[src/rtl/pipeline_hdrs_pkg.sv]
// Shared pipeline definitions for the hazard logic.
//   - RV32 major opcode constants used by decode
//   - sb_entry_t : one scoreboard slot {valid, rd, we, is_load}
//   - hz_state_e : hazard FSM states (RUN / FLUSH)
//   - decode_entry() : builds the scoreboard slot for an instruction
package pipeline_hdrs;

  localparam logic [6:0] OP_LOAD   = 7'h03;
  localparam logic [6:0] OP_OPIMM  = 7'h13;
  localparam logic [6:0] OP_AUIPC  = 7'h17;
  localparam logic [6:0] OP_STORE  = 7'h23;
  localparam logic [6:0] OP_OP     = 7'h33;
  localparam logic [6:0] OP_LUI    = 7'h37;
  localparam logic [6:0] OP_BRANCH = 7'h63;
  localparam logic [6:0] OP_JALR   = 7'h67;
  localparam logic [6:0] OP_JAL    = 7'h6f;

  typedef struct packed {
    logic       valid;
    logic [4:0] rd;
    logic       we;
    logic       is_load;
  } sb_entry_t;

  typedef enum logic {
    HZ_RUN   = 1'b0,
    HZ_FLUSH = 1'b1
  } hz_state_e;

  // Stores and branches carry immediate bits in the rd field, so they never write.
  function automatic sb_entry_t decode_entry(input logic [6:0] op, input logic [4:0] rd);
    sb_entry_t e;
    e.valid   = 1'b1;
    e.rd      = rd;
    e.we      = !((op == OP_STORE) || (op == OP_BRANCH));
    e.is_load = (op == OP_LOAD);
    return e;
  endfunction

endpackage

[src/rtl/hazard_scoreboard.sv]
// Producer scoreboard for the hazard unit.
// Holds FWD_STAGES in-flight producers; slot index i is pipeline stage k = i+1
// (slot 0 = EX/MEM, youngest). Everything shifts one slot per cycle and the
// oldest slot falls off the end.
// Ports:
//   clk, rst_n          : clock, asynchronous active-low reset
//   push, push_entry    : when push=1 slot 0 takes push_entry, else a bubble
//   rs1, rs2            : source register numbers of the decode instruction
//   use_rs1, use_rs2    : the corresponding source is actually read
//   match1, match2      : per-slot match of a live producer against rs1 / rs2
//   load_vec            : per-slot is_load flag
module hazard_scoreboard
  import pipeline_hdrs::*;
#(
  parameter int FWD_STAGES = 2
) (
  input  logic                  clk,
  input  logic                  rst_n,
  input  logic                  push,
  input  sb_entry_t             push_entry,
  input  logic [4:0]            rs1,
  input  logic [4:0]            rs2,
  input  logic                  use_rs1,
  input  logic                  use_rs2,
  output logic [FWD_STAGES-1:0] match1,
  output logic [FWD_STAGES-1:0] match2,
  output logic [FWD_STAGES-1:0] load_vec
);

  sb_entry_t sb_q [FWD_STAGES];

  always_ff @(posedge clk or negedge rst_n) begin
    if (!rst_n) begin
      for (int i = 0; i < FWD_STAGES; i++) sb_q[i] <= '0;
    end else begin
      sb_q[0] <= push ? push_entry : '0;
      for (int i = 1; i < FWD_STAGES; i++) sb_q[i] <= sb_q[i-1];
    end
  end

  // x0 is never a real producer, so rd == 0 never matches.
  always_comb begin
    match1   = '0;
    match2   = '0;
    load_vec = '0;
    for (int i = 0; i < FWD_STAGES; i++) begin
      match1[i]   = sb_q[i].valid && sb_q[i].we && (sb_q[i].rd != 5'd0) &&
                    use_rs1 && (sb_q[i].rd == rs1);
      match2[i]   = sb_q[i].valid && sb_q[i].we && (sb_q[i].rd != 5'd0) &&
                    use_rs2 && (sb_q[i].rd == rs2);
      load_vec[i] = sb_q[i].is_load;
    end
  end

endmodule

[src/rtl/hazard_unit.sv]
// Pipeline hazard unit: operand forwarding selects, load-use stall and
// control-flow flush.
// Ports:
//   clk, rst_n             : clock, asynchronous active-low reset
//   inst_f2d               : instruction currently in decode
//   inst_valid_f2d         : inst_f2d is a real instruction
//   br_taken               : a branch resolved taken this cycle
//   interrupt_sel          : interrupt redirect requested
//   stall                  : hold fetch/decode, insert a bubble
//   flush                  : kill fetch/decode contents
//   forward_ae, forward_be : operand source, 0 = regfile, k = stage k
//   fsm_state              : current flush FSM state (observability)
// Handshake: none; every output is a per-cycle combinational decision on the
// current decode instruction and the scoreboard. Flush dominates stall, and
// both force the forwarding selects to 0. All outputs are held at 0 while
// rst_n is low, independent of the clock.
module hazard_unit
  import pipeline_hdrs::*;
#(
  parameter int WIDTH        = 32,
  parameter int FWD_STAGES   = 2,
  parameter int LOAD_LATENCY = 1,
  parameter int FLUSH_CYCLES = 2
) (
  input  logic                            clk,
  input  logic                            rst_n,
  input  logic [WIDTH-1:0]                inst_f2d,
  input  logic                            inst_valid_f2d,
  input  logic                            br_taken,
  input  logic                            interrupt_sel,
  output logic                            stall,
  output logic                            flush,
  output logic [$clog2(FWD_STAGES+1)-1:0] forward_ae,
  output logic [$clog2(FWD_STAGES+1)-1:0] forward_be,
  output hz_state_e                       fsm_state
);

  localparam int SEL_W = $clog2(FWD_STAGES + 1);
  localparam int CNT_W = (FLUSH_CYCLES > 1) ? $clog2(FLUSH_CYCLES) : 1;

  // ---------------- decode ----------------
  logic [6:0] opcode;
  logic [4:0] rd, rs1, rs2;
  logic       use_rs1, use_rs2;
  logic       flush_req;
  logic       unused_inst_bits;

  assign opcode           = inst_f2d[6:0];
  assign rd               = inst_f2d[11:7];
  assign rs1              = inst_f2d[19:15];
  assign rs2              = inst_f2d[24:20];
  assign unused_inst_bits = ^{inst_f2d[WIDTH-1:25], inst_f2d[14:12]};

  // Sources of an invalid decode slot are never considered.
  assign use_rs1 = inst_valid_f2d &&
                   !((opcode == OP_LUI) || (opcode == OP_AUIPC) || (opcode == OP_JAL));
  assign use_rs2 = inst_valid_f2d &&
                   ((opcode == OP_OP) || (opcode == OP_STORE) || (opcode == OP_BRANCH));

  assign flush_req = br_taken || interrupt_sel ||
                     (inst_valid_f2d && ((opcode == OP_JALR) || (opcode == OP_JAL)));

  // ---------------- scoreboard ----------------
  logic [FWD_STAGES-1:0] match1, match2, load_vec;
  logic                  push;
  logic                  flush_raw;
  logic                  hazard;

  // Stalled or flushed instructions do not advance, so a bubble goes in.
  assign push = inst_valid_f2d && !stall && !flush;

  hazard_scoreboard #(
    .FWD_STAGES (FWD_STAGES)
  ) u_scoreboard (
    .clk        (clk),
    .rst_n      (rst_n),
    .push       (push),
    .push_entry (decode_entry(opcode, rd)),
    .rs1        (rs1),
    .rs2        (rs2),
    .use_rs1    (use_rs1),
    .use_rs2    (use_rs2),
    .match1     (match1),
    .match2     (match2),
    .load_vec   (load_vec)
  );

  // ---------------- priority select ----------------
  // Scan oldest to youngest so the youngest match is the one left standing.
  logic [SEL_W-1:0] sel1, sel2;
  logic             ld_use1, ld_use2;

  always_comb begin
    sel1    = '0;
    sel2    = '0;
    ld_use1 = 1'b0;
    ld_use2 = 1'b0;
    for (int k = FWD_STAGES; k >= 1; k--) begin
      if (match1[k-1]) begin
        sel1    = SEL_W'(k);
        ld_use1 = load_vec[k-1] && (k <= LOAD_LATENCY);
      end
      if (match2[k-1]) begin
        sel2    = SEL_W'(k);
        ld_use2 = load_vec[k-1] && (k <= LOAD_LATENCY);
      end
    end
  end

  assign hazard = ld_use1 || ld_use2;

  // ---------------- flush FSM ----------------
  hz_state_e        state_q, state_d;
  logic [CNT_W-1:0] flush_cnt_q, flush_cnt_d;

  always_ff @(posedge clk or negedge rst_n) begin
    if (!rst_n) begin
      state_q     <= HZ_RUN;
      flush_cnt_q <= '0;
    end else begin
      state_q     <= state_d;
      flush_cnt_q <= flush_cnt_d;
    end
  end

  // flush_cnt counts the flush cycles still owed after the current one.
  always_comb begin
    state_d     = state_q;
    flush_cnt_d = flush_cnt_q;
    flush_raw   = 1'b0;
    case (state_q)
      HZ_RUN: begin
        if (flush_req) begin
          flush_raw = 1'b1;
          if (FLUSH_CYCLES > 1) begin
            state_d     = HZ_FLUSH;
            flush_cnt_d = CNT_W'(FLUSH_CYCLES - 1);
          end
        end
      end
      HZ_FLUSH: begin
        flush_raw = 1'b1;
        if (flush_req) begin
          flush_cnt_d = CNT_W'(FLUSH_CYCLES - 1);
        end else if (flush_cnt_q == CNT_W'(1)) begin
          state_d     = HZ_RUN;
          flush_cnt_d = '0;
        end else begin
          flush_cnt_d = flush_cnt_q - CNT_W'(1);
        end
      end
      default: begin
        state_d     = HZ_RUN;
        flush_cnt_d = '0;
      end
    endcase
  end

  // ---------------- outputs ----------------
  // A load-use hazard coinciding with a flush is simply dropped.
  assign flush      = rst_n && flush_raw;
  assign stall      = rst_n && hazard && !flush_raw;
  assign forward_ae = (stall || flush || !rst_n) ? '0 : sel1;
  assign forward_be = (stall || flush || !rst_n) ? '0 : sel2;
  assign fsm_state  = state_q;

endmodule

[config.mk]
export PLATFORM = sky130hd
export DESIGN_NAME = hazard_unit
export DESIGN_NICKNAME = d
export VERILOG_FILES = /design/src/rtl/pipeline_hdrs_pkg.sv /design/src/rtl/hazard_scoreboard.sv /design/src/rtl/hazard_unit.sv
export SDC_FILE = /design/constraint.sdc
export NUM_CORES = 1
export LEC_CHECK = 0
export CAP_MARGIN = 10
export CORE_MARGIN = 2
export CORE_UTILIZATION = 44
export DETAILED_ROUTE_END_ITERATION = 10
export PLACE_DENSITY = 0.83
export SLEW_MARGIN = 25
export SYNTH_ARGS = -nofsm -noshare
export SYNTH_HDL_FRONTEND = slang
export SYNTH_SLANG_ARGS = --single-unit
export TNS_END_PERCENT = 20
[constraint.sdc]
create_clock -name clk -period 4.71 [get_ports clk]
set_input_delay 1.1775 -clock clk [delete_from_list [all_inputs] [get_ports clk]]
set_output_delay 1.1775 -clock clk [all_outputs]
set_load 0.02 [all_outputs]
Yosys cells after proc, flatten, opt, wreduce, memory -nomap -nowiden --
Cells that the tools add are included. Widths: inputs -> output; s select.
Operators by class: add/subtract/negate cells 1, multipliers 0, divide/modulo/power cells 0, magnitude comparators 0, eq/ne operators 13, shifts and indexed selects 0, mux-type cells 18, bitwise logic cells 1, reductions and logical operators 39
Operators by type and width (number):
- $eq 7x6->1 const B | 3
- $eq 7x7->1 const B | 3
- $eq 5x5->1 | 4
- $logic_and 1x1->1 | 20
- $mux 2 | 6
- $logic_or 1x1->1 | 11
- $reduce_bool 5->1 | 2
- $mux 1 | 8
- $mux 8 | 1
- $eq 7x2->1 const B | 1
- $eq 7x5->1 const B | 1
- $logic_not 1->1 | 6
- $pmux 1 s2 | 3
- $ne 2x2->1 const B | 1
- $not 1->1 | 1
- $sub 1x1->1 const B | 1
Word-level totals: register bits 17, bits in latches 0, memory bits (writable) 0, ROM bits 0, input bits 37, output and inout port bits 7, logic and storage cells 81, memories kept 0

Longest topological paths before layout --
Gate-level depths: netlist (run 1).
word-level depth 15, mapped depth 6, mapped depth without buffers 5

Modules after synthesis --
A second synthesis (run 1) with hierarchy kept.
Unflattened totals: cells, all modules 100, area, all modules 1063.5 um^2
By module, submodules not included:
- hazard_scoreboard | instances 1, cells an instance 62, area an instance 740.7 um^2, sequential area each 400.4 um^2
- hazard_unit | instances 1, cells an instance 38, area an instance 322.8 um^2, sequential area each 50.0 um^2

Least setup slack after synthesis (run 1) --
Ideal clock, no wire load.
path type input-to-output, start input port inst_f2d[16], end output port forward_ae[0], data arrival time 2.509 ns, required time 3.533 ns, setup slack 1.023 ns, stages 4, path buffers 0, cell sequence xor2_1 nor3_1 nand4_4 nor4_1
Between the ends: word-level cells in the longest chain between the ends 9, elaborated cells between the ends (all ways) 10, classes of those cells 1 x eq/ne; 3 x mux; 6 x reduce/logical
RTL lines:
- from (decl) | RTL line hazard_unit.sv:27 | input logic [WIDTH-1:0] inst_f2d,
- $eq 5x5->1 * | RTL line hazard_scoreboard.sv:48 | use_rs1 && (sb_q[i].rd == rs1);
- $logic_and 1x1->1 * | RTL line hazard_scoreboard.sv:48
- $mux 1 | RTL line hazard_unit.sv:99 | if (match1[k-1]) begin
- $logic_or 1x1->1 | RTL line hazard_unit.sv:110 | assign hazard = ld_use1 || ld_use2;
- $logic_and 1x1->1 (2 in series) | RTL line hazard_unit.sv:162 | assign stall = rst_n && hazard && !flush_raw;
- $logic_or 1x1->1 (2 in series) | RTL line hazard_unit.sv:163 | assign forward_ae = (stall || flush || !rst_n) ? '0 : sel1;
- $mux 2 * | RTL line hazard_unit.sv:163
- to (decl) | RTL line hazard_unit.sv:33 | output logic [$clog2(FWD_STAGES+1)-1:0] forward_ae,
Every way passes the cells marked *; elsewhere a longest branch is shown, timed or not.

Final worst setup path (run 1) --
start input port inst_f2d[4], end output port forward_ae[1]
Between the ends: word-level cells in the longest chain between the ends 14, elaborated cells between the ends (all ways) 37, classes of those cells 7 x eq/ne; 7 x mux; 23 x reduce/logical
RTL lines:
- $eq 7x6->1 or $eq 7x5->1 (tied branches) | RTL line hazard_unit.sv:56 | !((opcode == OP_LUI) || (opcode == OP_AUIPC) || (opcode == OP_JAL));
- $logic_or 1x1->1 (2 in series) | RTL line hazard_unit.sv:56
- $logic_not 1->1 | RTL line hazard_unit.sv:56
- $logic_and 1x1->1 | RTL line hazard_unit.sv:55 | assign use_rs1 = inst_valid_f2d &&
- $logic_and 1x1->1 | RTL line hazard_scoreboard.sv:47 | match1[i] = sb_q[i].valid && sb_q[i].we && (sb_q[i].rd != 5'd0) &&
- $logic_and 1x1->1 | RTL line hazard_scoreboard.sv:48
- $mux 1 | RTL line hazard_unit.sv:99
- $logic_or 1x1->1 | RTL line hazard_unit.sv:110
- $logic_and 1x1->1 (2 in series) | RTL line hazard_unit.sv:162
- $logic_or 1x1->1 (2 in series) | RTL line hazard_unit.sv:163
- $mux 2 * | RTL line hazard_unit.sv:163
Marks and branches as above.

==> summary.txt, run 1 <==
Status: completed
Slew margin rel.: 44.4%
Clock Pin Slew Worst Setup and Hold Paths: 0.10 ns
Final RePlAce weighted congestion: 0.776
Syn_area_per_cell: 10.1 um2
Diodes inserted: 0
Multi-input gate area: 588 um2
FF/Latch Area: 425 um2
Die area: 2680 um2
Largest net degree at the start of global routing: 20
Final nets: 179
TritonCTS clock tree: built
Setup WS pre-CTS: 0.0555 ns
Max-cap viol count: 0
Global-route wire length before repair: 4.04 mm
VDD IR max: 0.165 mV
Part of the power in registers: 52.8%
Syn Nets: 136
Initial antenna violation count: 0
Comb power frac: 22.3%
Post-DRT Antenna Nets: 0
Synth warn: 0
FILL cells: 175
Final hold violation count: 0
HPWL Detailed: 1.94 mm
Power per cell area: 207 nW/um2
Clk_skew: 0.0108 ns
Row cnt: 17
Worst EP arrival: 3.38 ns
# DRC: 0
Critical Path End Type: output port
I/O Buffers: 33
Synth Instances: 99
Total Wirelength: 2.52 mm
Fraction of layout cells with a size suffix above 1: 12.8%
Initial DRC Count: 5
Area grow syn2layout: 45.3%
Clock group share of total power: 24.9%
Clk sinks: 17
Pwr Total: 0.000302 W
Worst setup SP type: primary input
Leakage: 0.620 nW
P_int: 0.000221 W
Hold crit path type: flip-flop to flip-flop
Sequential area share after synthesis: 42.4%
Clock Path Buffers: 2
Clk_lat worst skew: 0.29 ns
Vias/cell: 5.35
Most frequent cells in the layout: clkdlybuf4s50_1 (32), dfrtp_1 (17), xor2_1 (14)
Fmax: 0.219 GHz
Core Region: 2190 um2
Vias in the first global route: 917
Fin crit period: 4.56 ns
CTS H-tree lvls: 1
GRT overflow: 0
Wire length per cell: 14.9 um
First-pass DRT Iterations: 4
Most common cell after layout, fill and taps aside: clkdlybuf4s50_1
CTS hold repair buffers: 0
Root Buffer: clkbuf_4
Sw Pwr: 0.0000803 W
Final core utilization: 66.5%
Ports: 44
Fin. max-slew vios: 0
Die width: 51.8 um
Worst EP required: 3.53 ns
GRT Total Usage: 20.6%
CP Class: primary input to output port
Critical path peak fanout: 5
Sw frac: 26.6%
Yosys cell types: 28
Worst-margin pin slew: 0.827 ns
Final Cycle Share: 96.8%
DR vias: 904
Final setup margin: 0.153 ns
Initial core utilization: 45.8%
Die Ht: 51.8 um
Synthesized area: 1000 um2
Synth Register Bits: 17
Final Setup Violations: 0
Cts bufs inserted: 3
## flip-flops by register name (all words and copies together) (netlist names)
name                   flops
u_scoreboard.sb_q         14
u_scoreboard.load_vec      1
fsm_state                  1
flush_cnt_q                1
## power by group through the flow
stage / logic [W] / clock network (W) / registers, W
after global routing: 0.0000726 / 0.0000849 / 0.000161
after global placement: 0.0000630 / 0 / 0.000162
after detailed placement: 0.0000655 / 0 / 0.000162
after CTS: 0.0000659 / 0.0000787 / 0.000160
final: 0.0000672 / 0.0000750 / 0.000159
after floorplan: 0.0000257 / 0 / 0.000161
## timing repair
| action | CTS | global route |
|---|---|---|
| endpoints found under the setup margin | 0 | 2 |
| resized for setup | 0 | 3 |
| setup buffers | 0 | 0 |
## per-stage QoR
stage,hold WS (ns),area [um2],instances,TNS (ns)
5_1_grt,0.442,1460,169,-0.0136
6_report,0.423,1460,169,0
2_1_floorplan,0.372,1000,99,0
3_5_place_dp,0.403,1410,165,0
3_3_place_gp,0.381,1410,165,0
4_1_cts,0.427,1440,169,0
## area by class of cell
class	instances	share of cell area (%)
timing repair buffer	39	25.9
inverter	1	0.258
clock buffer	3	1.55
clock inverter	1	0.343
multi-input combinational	80	40.3
tap	28	2.40
sequential	17	29.2
## logic make-up after synthesis
| logic type | share of synthesized area [%] |
|---|---|
| buf+inv | 0.747 |
| xor+xnor | 18.3 |
| flops | 42.4 |
| compound gates | 18.8 |
| simple gates | 19.7 |
## worst max-delay path, cell delays in order
cell and delay [ns]:
clkdlybuf4s50_1 0.64, nor3_2 0.13, a21oi_1 0.21, o2111ai_1 0.23, a2111oi_2 0.34, clkdlybuf4s50_1 0.66
## final timing paths
path / start / end / slack (ns) / cells after the start
max in group asynchronous: rst_n / u_scoreboard.sb_q[6] / 3.27 / 2
min in group asynchronous: rst_n / u_scoreboard.sb_q[3] / 1.24 / 2
worst max register to register: fsm_state / u_scoreboard.load_vec[0] / 2.92 / 5
worst min-delay path: u_scoreboard.sb_q[9] / u_scoreboard.sb_q[1] / 0.42 / 0
worst max-delay path: inst_f2d[4] / forward_ae[1] / 0.15 / 6
worst min register to register: u_scoreboard.sb_q[9] / u_scoreboard.sb_q[1] / 0.42 / 0
## synthesized netlist by cell type, drive strengths merged
| master | count | area (um2) |
|---|---|---|
| dfrtp | 17 | 425 |
| xor2 | 14 | 123 |
| nand2 | 12 | 45.0 |
| a21oi | 8 | 40.0 |
| nor3 | 8 | 40.0 |
| xnor2 | 7 | 61.3 |
| nand4 | 4 | 40.0 |
| a2111oi | 3 | 45.0 |
| a21boi | 3 | 22.5 |
| nor2 | 3 | 11.3 |
| a21o | 2 | 15.0 |
| and2 | 2 | 12.5 |
| nand3 | 2 | 10.0 |
| o21ai | 2 | 13.8 |
| o31ai | 2 | 15.0 |
| a211oi | 1 | 7.51 |
| and4 | 1 | 11.3 |
| clkbuf | 1 | 3.75 |
| inv | 1 | 3.75 |
| nand3b | 1 | 7.51 |
| nor4 | 1 | 6.26 |
| o2111ai | 1 | 8.76 |
| o311a | 1 | 21.3 |
| or3 | 1 | 6.26 |
| or4 | 1 | 7.51 |
## per-layer routing
layer,vias to the layer above,share of wire (%),global-route usage [%]
met1,425,42,25.8
met4,0,1.5,10.5
met2,26,52,35.9
met5,-,0,0
li1,449,-,-
met3,4,4.4,0.862
No activity file was read; power rests on OpenSTA's default activity.
==> inputs of run 2 (changes only) <==
--- a/config.mk
+++ b/config.mk
@@ -5,12 +5,11 @@
 export SDC_FILE = /design/constraint.sdc
 export NUM_CORES = 1
 export LEC_CHECK = 0
-export CAP_MARGIN = 10
+export CAP_MARGIN = 20
 export CORE_MARGIN = 2
 export CORE_UTILIZATION = 44
 export DETAILED_ROUTE_END_ITERATION = 10
 export PLACE_DENSITY = 0.83
-export SLEW_MARGIN = 25
 export SYNTH_ARGS = -nofsm -noshare
 export SYNTH_HDL_FRONTEND = slang
 export SYNTH_SLANG_ARGS = --single-unit
==> results of run 2 <==
No change in the layout: final DEF, timing and power equal those of run 1.
==> inputs of run 3 (changes only) <==
--- a/config.mk
+++ b/config.mk
@@ -5,6 +5,7 @@
 export SDC_FILE = /design/constraint.sdc
 export NUM_CORES = 1
 export LEC_CHECK = 0
+export ABC_CLOCK_PERIOD_IN_PS = 4710
 export CAP_MARGIN = 20
 export CORE_MARGIN = 2
 export CORE_UTILIZATION = 44
==> results of run 3 <==
No change in the layout: final DEF, timing and power equal those of run 1.
